$ cat src/rtl/ps2_pkg.sv
// Shared PS/2 definitions: host transmitter state encoding and common keyboard command/response bytes.
package ps2_pkg;

    typedef enum logic [2:0] {
        IDLE     = 3'd0,
        INHIBIT  = 3'd1,
        BITS     = 3'd2,
        ACK      = 3'd3,
        WAITIDLE = 3'd4
    } ps2_state_e;

    localparam logic [7:0] CMD_RESET  = 8'hFF;
    localparam logic [7:0] CMD_LEDS   = 8'hED;
    localparam logic [7:0] RSP_ACK    = 8'hFA;
    localparam logic [7:0] RSP_RESEND = 8'hFE;

    // PS/2 frames carry odd parity over the eight data bits.
    function automatic logic odd_parity(input logic [7:0] b);
        return ~^b;
    endfunction

endpackage

$ cat src/rtl/ps2_line_filter.sv
// Two-flop synchroniser followed by a stability filter for one raw PS/2 pin.
// The filtered level only changes after the synchronised input has held a new value for FILTER clocks.
module ps2_line_filter #(
    parameter int FILTER = 8
) (
    input  logic clock,
    input  logic reset,
    input  logic din,
    output logic level
);

    localparam int CW = (FILTER < 2) ? 1 : $clog2(FILTER + 1);

    logic [1:0]    sync_q, sync_d;
    logic          level_q, level_d;
    logic [CW-1:0] cnt_q, cnt_d;

    always_comb begin
        sync_d  = {sync_q[0], din};
        level_d = level_q;
        cnt_d   = '0;
        if (sync_q[1] != level_q) begin
            if (cnt_q == CW'(FILTER - 1)) begin
                level_d = sync_q[1];
            end else begin
                cnt_d = cnt_q + 1'b1;
            end
        end
    end

    // Idle PS/2 lines are pulled high, so the filter wakes up at 1.
    always_ff @(posedge clock or negedge reset) begin
        if (!reset) begin
            sync_q  <= 2'b11;
            level_q <= 1'b1;
            cnt_q   <= '0;
        end else begin
            sync_q  <= sync_d;
            level_q <= level_d;
            cnt_q   <= cnt_d;
        end
    end

    assign level = level_q;

endmodule

$ cat src/rtl/ps2_host_tx.sv
// Host-to-device PS/2 transmitter: inhibits the clock, issues a start bit, shifts out one byte on device clocks.
// Define PS2_TX_RETRY_EN to make one automatic retry of the same byte before reporting an error.
module ps2_host_tx
    import ps2_pkg::*;
#(
    parameter int CLK_HZ     = 56000000,
    parameter int INHIBIT_US = 100,
    parameter int TIMEOUT_MS = 15,
    parameter int FILTER     = 8
) (
    input  logic       clock,
    input  logic       reset,
    input  logic       ps2kCk,
    input  logic       ps2kD,
    output logic       ckLow,
    output logic       dLow,
    input  logic       strb,
    input  logic [7:0] code,
    output logic       busy,
    output logic       done,
    output logic       error,
    output ps2_state_e dbg_state
);

    localparam int INH_CNT = CLK_HZ / 1000000 * INHIBIT_US;
    localparam int TO_CNT  = CLK_HZ / 1000 * TIMEOUT_MS;
    localparam int INH_W   = $clog2(INH_CNT);
    localparam int TO_W    = $clog2(TO_CNT);

    logic ck_level, d_level, ck_fall;

    ps2_line_filter #(.FILTER(FILTER)) u_ck_filter (
        .clock (clock),
        .reset (reset),
        .din   (ps2kCk),
        .level (ck_level)
    );

    ps2_line_filter #(.FILTER(FILTER)) u_d_filter (
        .clock (clock),
        .reset (reset),
        .din   (ps2kD),
        .level (d_level)
    );

    ps2_state_e       state_q, state_d;
    logic [7:0]       code_q, code_d;
    logic             par_q, par_d;
    logic [3:0]       idx_q, idx_d;
    logic [INH_W-1:0] inh_cnt_q, inh_cnt_d;
    logic [TO_W-1:0]  to_cnt_q, to_cnt_d;
    logic             ck_low_q, ck_low_d, d_low_q, d_low_d;
    logic             busy_q, busy_d, done_q, done_d, error_q, error_d;
    logic             ck_prev_q;
    logic             fail, in_frame;
`ifdef PS2_TX_RETRY_EN
    logic             retry_q, retry_d;
`endif

    assign ck_fall  = ck_prev_q & ~ck_level;
    assign in_frame = (state_q == BITS) || (state_q == ACK) || (state_q == WAITIDLE);

    always_comb begin
        state_d   = state_q;
        code_d    = code_q;
        par_d     = par_q;
        idx_d     = idx_q;
        inh_cnt_d = inh_cnt_q;
        to_cnt_d  = in_frame ? to_cnt_q + 1'b1 : to_cnt_q;
        ck_low_d  = ck_low_q;
        d_low_d   = d_low_q;
        busy_d    = busy_q;
        done_d    = 1'b0;
        error_d   = 1'b0;
        fail      = 1'b0;
`ifdef PS2_TX_RETRY_EN
        retry_d   = retry_q;
`endif
        case (state_q)
            IDLE: begin
                // A request landing on the done/error clock is still treated as busy.
                if (strb && !done_q && !error_q) begin
                    code_d    = code;
                    par_d     = odd_parity(code);
                    busy_d    = 1'b1;
                    ck_low_d  = 1'b1;
                    d_low_d   = 1'b0;
                    inh_cnt_d = '0;
                    state_d   = INHIBIT;
`ifdef PS2_TX_RETRY_EN
                    retry_d   = 1'b0;
`endif
                end
            end
            INHIBIT: begin
                inh_cnt_d = inh_cnt_q + 1'b1;
                if (inh_cnt_q == INH_W'(INH_CNT - 2)) begin
                    d_low_d = 1'b1;
                end
                if (inh_cnt_q == INH_W'(INH_CNT - 1)) begin
                    ck_low_d = 1'b0;
                    idx_d    = '0;
                    to_cnt_d = '0;
                    state_d  = BITS;
                end
            end
            BITS: begin
                if (ck_fall) begin
                    if (idx_q < 4'd8) begin
                        d_low_d = ~code_q[idx_q[2:0]];
                    end else if (idx_q == 4'd8) begin
                        d_low_d = ~par_q;
                    end else begin
                        d_low_d = 1'b0;
                        state_d = ACK;
                    end
                    idx_d = idx_q + 1'b1;
                end
            end
            ACK: begin
                if (ck_fall) begin
                    if (!d_level) state_d = WAITIDLE;
                    else          fail    = 1'b1;
                end
            end
            WAITIDLE: begin
                if (ck_level && d_level) begin
                    done_d  = 1'b1;
                    busy_d  = 1'b0;
                    state_d = IDLE;
                end
            end
            default: state_d = IDLE;
        endcase

        // Timeout is evaluated last so it overrides an ack or done on the same clock.
        if (in_frame && to_cnt_q == TO_W'(TO_CNT - 1)) begin
            fail = 1'b1;
        end

        if (fail) begin
            ck_low_d = 1'b0;
            d_low_d  = 1'b0;
            done_d   = 1'b0;
`ifdef PS2_TX_RETRY_EN
            if (!retry_q) begin
                retry_d   = 1'b1;
                ck_low_d  = 1'b1;
                inh_cnt_d = '0;
                busy_d    = 1'b1;
                state_d   = INHIBIT;
            end else begin
                error_d = 1'b1;
                busy_d  = 1'b0;
                state_d = IDLE;
            end
`else
            error_d = 1'b1;
            busy_d  = 1'b0;
            state_d = IDLE;
`endif
        end
    end

    always_ff @(posedge clock or negedge reset) begin
        if (!reset) begin
            state_q   <= IDLE;
            code_q    <= '0;
            par_q     <= 1'b0;
            idx_q     <= '0;
            inh_cnt_q <= '0;
            to_cnt_q  <= '0;
            ck_low_q  <= 1'b0;
            d_low_q   <= 1'b0;
            busy_q    <= 1'b0;
            done_q    <= 1'b0;
            error_q   <= 1'b0;
            ck_prev_q <= 1'b1;
`ifdef PS2_TX_RETRY_EN
            retry_q   <= 1'b0;
`endif
        end else begin
            state_q   <= state_d;
            code_q    <= code_d;
            par_q     <= par_d;
            idx_q     <= idx_d;
            inh_cnt_q <= inh_cnt_d;
            to_cnt_q  <= to_cnt_d;
            ck_low_q  <= ck_low_d;
            d_low_q   <= d_low_d;
            busy_q    <= busy_d;
            done_q    <= done_d;
            error_q   <= error_d;
            ck_prev_q <= ck_level;
`ifdef PS2_TX_RETRY_EN
            retry_q   <= retry_d;
`endif
        end
    end

    assign ckLow     = ck_low_q;
    assign dLow      = d_low_q;
    assign busy      = busy_q;
    assign done      = done_q;
    assign error     = error_q;
    assign dbg_state = state_q;

endmodule

$ cat config.mk
export PLATFORM = sky130hd
export DESIGN_NAME = ps2_host_tx
export DESIGN_NICKNAME = d
export VERILOG_FILES = /design/src/rtl/ps2_pkg.sv /design/src/rtl/ps2_line_filter.sv /design/src/rtl/ps2_host_tx.sv
export SDC_FILE = /design/constraint.sdc
export NUM_CORES = 1
export LEC_CHECK = 0
export ABC_AREA = 0
export BUFFER_PORTS_ARGS = -buffer_cell sky130_fd_sc_hd__buf_2
export CAP_MARGIN = 20
export CORE_MARGIN = 1
export CORE_UTILIZATION = 55
export CTS_CLUSTER_DIAMETER = 150
export DETAILED_ROUTE_END_ITERATION = 7
export GPL_ROUTABILITY_DRIVEN = 0
export GPL_TIMING_DRIVEN = 1
export PLACE_DENSITY_LB_ADDON = 0.12
export RECOVER_POWER = 50
export SYNTH_ARGS = -nofsm -noshare
export SYNTH_HDL_FRONTEND = slang
export SYNTH_SLANG_ARGS = --single-unit
$ cat constraint.sdc
create_clock -name clock -period 2.95 [get_ports clock]
set_input_delay 0.59 -clock clock [delete_from_list [all_inputs] [get_ports clock]]
set_output_delay 0.59 -clock clock [all_outputs]
set_load 0.05 [all_outputs]
==> results of run 1 <==
registers in the layout, indices dropped and copies added (netlist names):
| register | flops |
|---|---|
| done | 1 |
| error | 1 |
| ckLow | 1 |
| to_cnt_q | 20 |
| ck_prev_q | 1 |
| u_d_filter.cnt_q | 4 |
| idx_q | 4 |
| u_ck_filter.level | 1 |
| dbg_state | 3 |
| dLow | 1 |
| u_d_filter.sync_q | 2 |
| code_q | 8 |
| u_ck_filter.sync_q | 2 |
| par_q | 1 |
| busy | 1 |
| inh_cnt_q | 13 |
| u_ck_filter.cnt_q | 4 |
| u_d_filter.level | 1 |
cells by family (layout without fill, tap and decap cells):
| kind of cell | after synthesis | count (layout) | share of synthesized area |
|---|---|---|---|
| AND/OR/NAND/NOR | 147 | 147 | 0.2252 |
| buffers and inverters | 17 | 46 | 0.02559 |
| AO/OA/AOI/OAI | 46 | 46 | 0.08227 |
| flip-flops | 69 | 69 | 0.5071 |
| multiplexers | 14 | 14 | 0.05228 |
| XOR/XNOR | 32 | 32 | 0.08190 |
| adder cells (fa/ha/maj) | 7 | 7 | 0.02559 |
final timing paths:
path	startpoint	to	slack (ns)	cells past startpoint
hold / removal	ps2kCk	u_ck_filter.sync_q[0]	0.35	1
max in group asynchronous	reset	done	0.94	2
min in group asynchronous	reset	to_cnt_q[19]	0.47	1
setup / recovery	dbg_state[0]	to_cnt_q[0]	0.77	5
hold reg to reg	u_ck_filter.sync_q[0]	u_ck_filter.sync_q[1]	0.36	0
setup reg to reg	dbg_state[0]	to_cnt_q[0]	0.77	5
worst max-delay path, delay by kind of cell (launching register included):
kind,cells,cell delay [ns]
buf+inv,1,0.33
flops,1,0.53
simple gates,4,1.19
area by class of cell:
cell class / instances / area (µm²) / area share
flip-flops and latches: 69 / 1735 / 0.4603
multi-input cells: 246 / 1608 / 0.4265
clock buffers: 14 / 152.6 / 0.04049
inverters: 6 / 22.52 / 0.005974
well taps: 75 / 93.84 / 0.02489
clock inverters: 2 / 35.03 / 0.009293
repair buffers: 24 / 122.6 / 0.03253
metal layers:
layer	vias up	share of wire
met3	10	0.037
met1	1191	0.50
met4	0	0.020
met2	49	0.45
met5	-	0
li1	1223	-
layout by cell type, fill, tap and decap left out, types with 4 or more instances in the layout:
cell	instances
o31ai_1	4
dfstp_2	5
clkbuf_8	10
o21ai_0	20
nand3_1	20
mux2_2	11
xor2_1	17
clkbuf_1	6
dfrtp_1	62
a31oi_1	4
nand4_1	15
and3_1	7
xnor2_1	15
buf_2	19
nor2b_1	7
ha_1	7
nor3_1	6
inv_1	5
nand2_1	27
a21oi_1	9
nand2b_1	4
nor2_1	37
power by group:
group	leakage [nW]	internal [mW]	switching (mW)	total (mW)
combinational	0.710	0.484	0.642	1.13
clock	0.0947	0.414	0.329	0.743
sequential	0.883	1.23	0.297	1.53
total	1.69	2.13	1.27	3.40
metrics by stage:
stage | instance area [µm²] | total power, mW | cells | hold slack [ns] | util
2_1_floorplan | 3422 | 2.392 | 332 | 0.2944 | -
3_3_place_gp | 3590 | 2.627 | 420 | 0.3457 | 0.6027
3_5_place_dp | 3590 | 2.660 | 420 | 0.3473 | 0.6027
4_1_cts | 3777 | 3.420 | 436 | 0.2256 | 0.6342
5_1_grt | 3770 | 3.639 | 436 | 0.3325 | 0.6330
6_report | 3770 | 3.396 | 436 | 0.3542 | 0.6330
==> metrics.txt, run 1 <==
status=completed; H-tree depth=3; Clock Path Buffers=2; Cell Rows=28; Pleak=1.687 nW; RSZ-0062 raised after global routing=false; total gr overflow=0; Power Dens Cells=around 900 nW/µm²; mean routed wirelength per cell=roughly 14 µm; ant diodes=0; met3 Use GR=0.04382; Clock Latency Late Sink=roughly 0.33 ns; pre-CTS WS=between 0.8 and 0.9 ns; crit path max-delay cell type=dfrtp_1; hold-fix buffers at CTS=0; worst path cell trace=nor2b_1 -> nand2b_1 -> nor4_4 -> buf_4 -> nor2_1; Worst Setup Slack, final=roughly 0.77 ns; Synth Cell Area=between 3000 and 4000 µm²; most frequent cell after synthesis=dfrtp_1; initial antenna violation count=0; Final #Nets=between 300 and 400; share of layout cells above drive strength 1=0.1690; largest net degree at the start of global routing=29; gr usage total=0.2182; first-pass GRT wire length=between 10 and 15 mm; worst min path class=in2reg; Final Hold Viols=0; Slew Viols, Final=0; vias in the first global route=roughly 2300; post_cts resized=0; grt peak-use layer=met2; CP Capture Type=flop; die area=6542 µm²; Antenna Nets Post-Route=0; via count=about 2500; setup bufs post-CTS=0; routed vias/inst=5.672; Distinct cells, synth=between 40 and 50; gate count of the mapped netlist=approximately 330; Synth async-reset ratio=1.000; slowest cell delay on critical path=about 0.53 ns; minimum clock period=2.179 ns; setup TNS=0 ns; commonest cells in the synthesized netlist=62 x dfrtp_1, 37 x nor2_1, 27 x nand2_1, 20 x nand3_1, 20 x o21ai_0; grt met1 use=0.3097; detailed-route DRC error count=0; Yosys warning total=0; Critical Path Fanout Max=20; Final HPWL DP=around 4.3 mm; EDFF count, synth=0; core area=about 6000 µm²; drt first pass iters=4; final wirelength=roughly 6.3 mm; CP Class=reg2reg; Die X=between 80 and 90 µm; relative max-transition margin=0.2075; Yosys reg bits=69; Slew @ Worst Pin=~1.2 ns; final clock skew=around 0.012 ns; Initial Utilization=0.5746; Clock Pin Slew Worst Setup and Hold Paths=roughly 0.07 ns; ys flop type=dfrtp_1; I/O pins=21; area leader, netlist=dfrtp_1; synth top area cells=dfrtp_1 45%, dfstp_2 5.4%, xor2_1 4.4%, nor2_1 4.1%, xnor2_1 3.8%; worst path arrival time=2.38 ns; Final Setup Violations=0; Syn Area/Cell=about 10 µm²; Mapped Nets=roughly 350; Sink Count=69; Die H=80.88 µm; Max-Cap Viols=0; Layout area overhead=10.16%; CP Launch Type=flop; cts bufs inserted=9; Root Buffer=clkbuf_8; Fmax=between 0.4 and 0.5 GHz; routing usage on met2=0.3235; port bufs=20; Critical Path RT=3.16 ns; Initial DRC Count=188; Tcrit/Tclk final=0.7385; Yosys top cell area share=0.4534; CTS tree=yes; Peak VDD IR=about 0.50 mV; Seq/Total Area, Yosys=0.5071; fillers=514
No activity file was read; power rests on OpenSTA's default activity.
==> run 2, diff against run 1 <==
- ABC_AREA: 0 -> 1
- clock period: 2.95 -> 1.9 ns (I/O delays scaled with it)
==> run 2 against run 1 <==
- the run now ends with capacitance limit, slew limit left
- sequential cell count unchanged
- clock skew about the same
- clock-buffer cell count unchanged
- critical path type unchanged
- highest routed layer unchanged
==> metrics.txt, run 2 <==
final hold slack=0.1309 ns (-0.2233 ns); family with the most delay on the worst path=simple AND/OR/NAND/NOR gates; status=finished, violations left; routed vias/inst=5.353 (-5.6%); cts bufs inserted=9 (unchanged); worst path arrival time=1.98 ns (-0.40 ns); Final HPWL DP=5.645 mm (+31%); EDFF count, synth=0 (unchanged); Yosys top cell area share=0.4144 (-0.03894); area leader, netlist=dfrtp_1; Initial DRC Count=213 (+13%); vias in the first global route=2987 (+30%); drt first pass iters=4 (unchanged); wire length on met1=3.575 mm (+14%); Initial Utilization=0.5796 (+0.005040); Final #Nets=530 (+41%); largest net degree at the start of global routing=70 (+140%); Critical Path Fanout Max=4 (-80%); Distinct cells, synth=39 (-20%); Max-Cap Viols=1 (+1); Die X=84.50 µm (+4.5%); die area=7140 µm² (+9.2%); core area=6459 µm² (+8.4%); wire length on met2=3.787 mm (+36%); final wirelength=7.760 mm (+24%); WP depth=12 (+7); Peak VDD IR=0.7685 mV (+53%); mean routed wirelength per cell=13.11 µm (-8.8%); commonest cells in the synthesized netlist=109 x nand2_1, 79 x nor2_1, 62 x dfrtp_1, 57 x inv_1, 29 x nand3_1; final core occ=0.6528 (+0.01987); synth top area cells=dfrtp_1 41%, nand2_1 11%, nor2_1 7.9%, inv_1 5.7%, dfstp_2 4.9%; Root Buffer=clkbuf_8; H-tree depth=3 (unchanged); Clock Pin Slew Worst Setup and Hold Paths=0.07 ns (about the same); Syn Area/Cell=7.865 µm² (-24%); worst path cell trace=ha_4 -> nand2_1 -> nor2_2 -> nand2_1 -> nor2_1 -> nand3_1 -> nand3_1 -> nor2_1 -> nor2_4 -> nand2_1 -> nand2_1 -> nand2_1; I/O pins=21 (unchanged); total gr overflow=0 (unchanged); Slew @ Worst Pin=1.513 ns (+0.3239 ns); Synth Cell Area=3744 µm² (+9.4%); Sink Count=69 (unchanged); Final Setup Violations=0 (unchanged); Critical Path RT=2.14 ns (-1.02 ns); CP bufs+invs=0 (-1); port bufs=20 (unchanged); slowest cell delay on critical path=0.41 ns (-0.12 ns); Yosys reg bits=69 (unchanged); Most flops, register=to_cnt_q; Cell Rows=29 (+3.6%); Tcrit/Tclk final=0.9140 (+0.1755); gr usage total=0.2395 (+0.02132); gate count of the mapped netlist=476 (+43%); relative max-transition margin=-0.008443 (-0.2160); Fmax=0.5759 GHz (+25%); Met3 Routed Length=267 µm (+17%); CP Class=reg2reg; most common cell after layout, fill and taps aside=nand2_1; Seq/Total Area, Yosys=0.4636 (-0.04356); Clock Path Buffers=2 (unchanged); ant diodes=0 (unchanged); share of layout cells above drive strength 1=0.1379 (-0.03111); minimum clock period=1.737 ns (-0.4421 ns); setup TNS=0 ns (unchanged); first-pass GRT wire length=13.30 mm (+24%); Pleak=2.090 nW (+24%); Power Dens Cells=1447 nW/µm² (+61%); Synth async-reset ratio=1.000 (unchanged); Clock Latency Late Sink=0.35 ns (+0.02 ns); via count=3169 (+28%); Final Hold Viols=0 (unchanged); Layout area overhead=12.63%; CP Capture Type=flop; Largest register FFs=20 (unchanged); Die H=84.50 µm (+4.5%); most frequent cells in the layout=106 x nand2_1, 78 x nor2_1, 62 x dfrtp_1; top routing layer in use=met4; initial antenna violation count=0 (unchanged); hold path depth=1 (unchanged); CP Launch Type=flop; detailed-route DRC error count=0 (unchanged); cell mode on critical path=nand2_1; most frequent cell after synthesis=nand2_1; failing checks=capacitance limit, slew limit; final clock skew=0.01175 ns (+0.0001333 ns); ys flop type=dfrtp_1; RSZ-0062 raised after global routing=false; FF-to-FF path depth=12 (+7); CTS tree=yes; crit path max-delay cell type=dfrtp_1; Reg2Reg Setup Slack=0.16 ns (-0.61 ns); hold-fix buffers at CTS=0 (unchanged); Antenna Nets Post-Route=0 (unchanged); largest registers=to_cnt_q (20), inh_cnt_q (13), code_q (8); Slew Viols, Final=69 (+69); Yosys warning total=0 (unchanged); total power=6.101 mW (+80%); Mapped Nets=496 (+41%); worst min path class=in2reg
run 2: cell count changes in the layout (fill, tap and decap cells not counted), sizes merged, moves of 7 or more:
cell	delta
nand2	+82
inv	+53
nor2	+43
nand3	+11
buf	+10
mux2	-10
nor2b	-7
run 2: what timing repair did:
item / CTS / global route
resized for setup: 0 / 10
endpoints found under the setup margin: 0 / 9
buffers inserted: 0 / 1
endpoints found under the hold margin: 0 / 0
run 2: path summary, 6_finish.rpt:
check | from | to
max | to_cnt_q[1] | dbg_state[0]
min | ps2kD | u_d_filter.sync_q[0]
max reg2reg | to_cnt_q[1] | dbg_state[0]
min reg2reg | u_d_filter.sync_q[0] | u_d_filter.sync_q[1]
max in group asynchronous | reset | to_cnt_q[10]
min in group asynchronous | reset | u_d_filter.cnt_q[0]
run 2: logic make-up (layout without fill, tap and decap cells):
logic type	Yosys count	in the layout	synth area share
mux	3	3	0.008356
buf+inv	67	106	0.06852
simple gates	254	254	0.3021
xor+xnor	25	25	0.05849
compound gates	51	51	0.07554
fa+ha+maj	7	7	0.02339
flops	69	69	0.4636
run 2: area by class of cell:
class,instances,area (µm²)
Inverter,59,221.5
Clock inverter,2,35.03
Multi-Input combinational cell,340,1795
Timing Repair Buffer,31,180.2
Clock buffer,14,152.6
Tap cell,77,96.34
Fill cell,565,2242
Sequential cell,69,1735
run 2: routing by layer:
layer	vias up	track usage
li1	1594	-
met1	1495	0.3152
met2	70	0.3895
met3	10	0.04425
met4	0	0.1048
met5	-	0
run 2: through the flow:
| stage | setup slack [ns] | cells | cell area, µm² |
|---|---|---|---|
| after floorplan | 0.06950 | 476 | 3744 |
| after global placement | 0.07819 | 575 | 3993 |
| after detailed placement | 0.01812 | 575 | 3993 |
| after CTS | 0.01881 | 591 | 4180 |
| after global routing | 0.005324 | 592 | 4217 |
| final | 0.1635 | 592 | 4217 |
run 2: where the power goes:
part           internal, mW  switching, mW
logic                 0.893           1.65
registers              1.94          0.450
clock network         0.643          0.523
total                  3.48           2.62
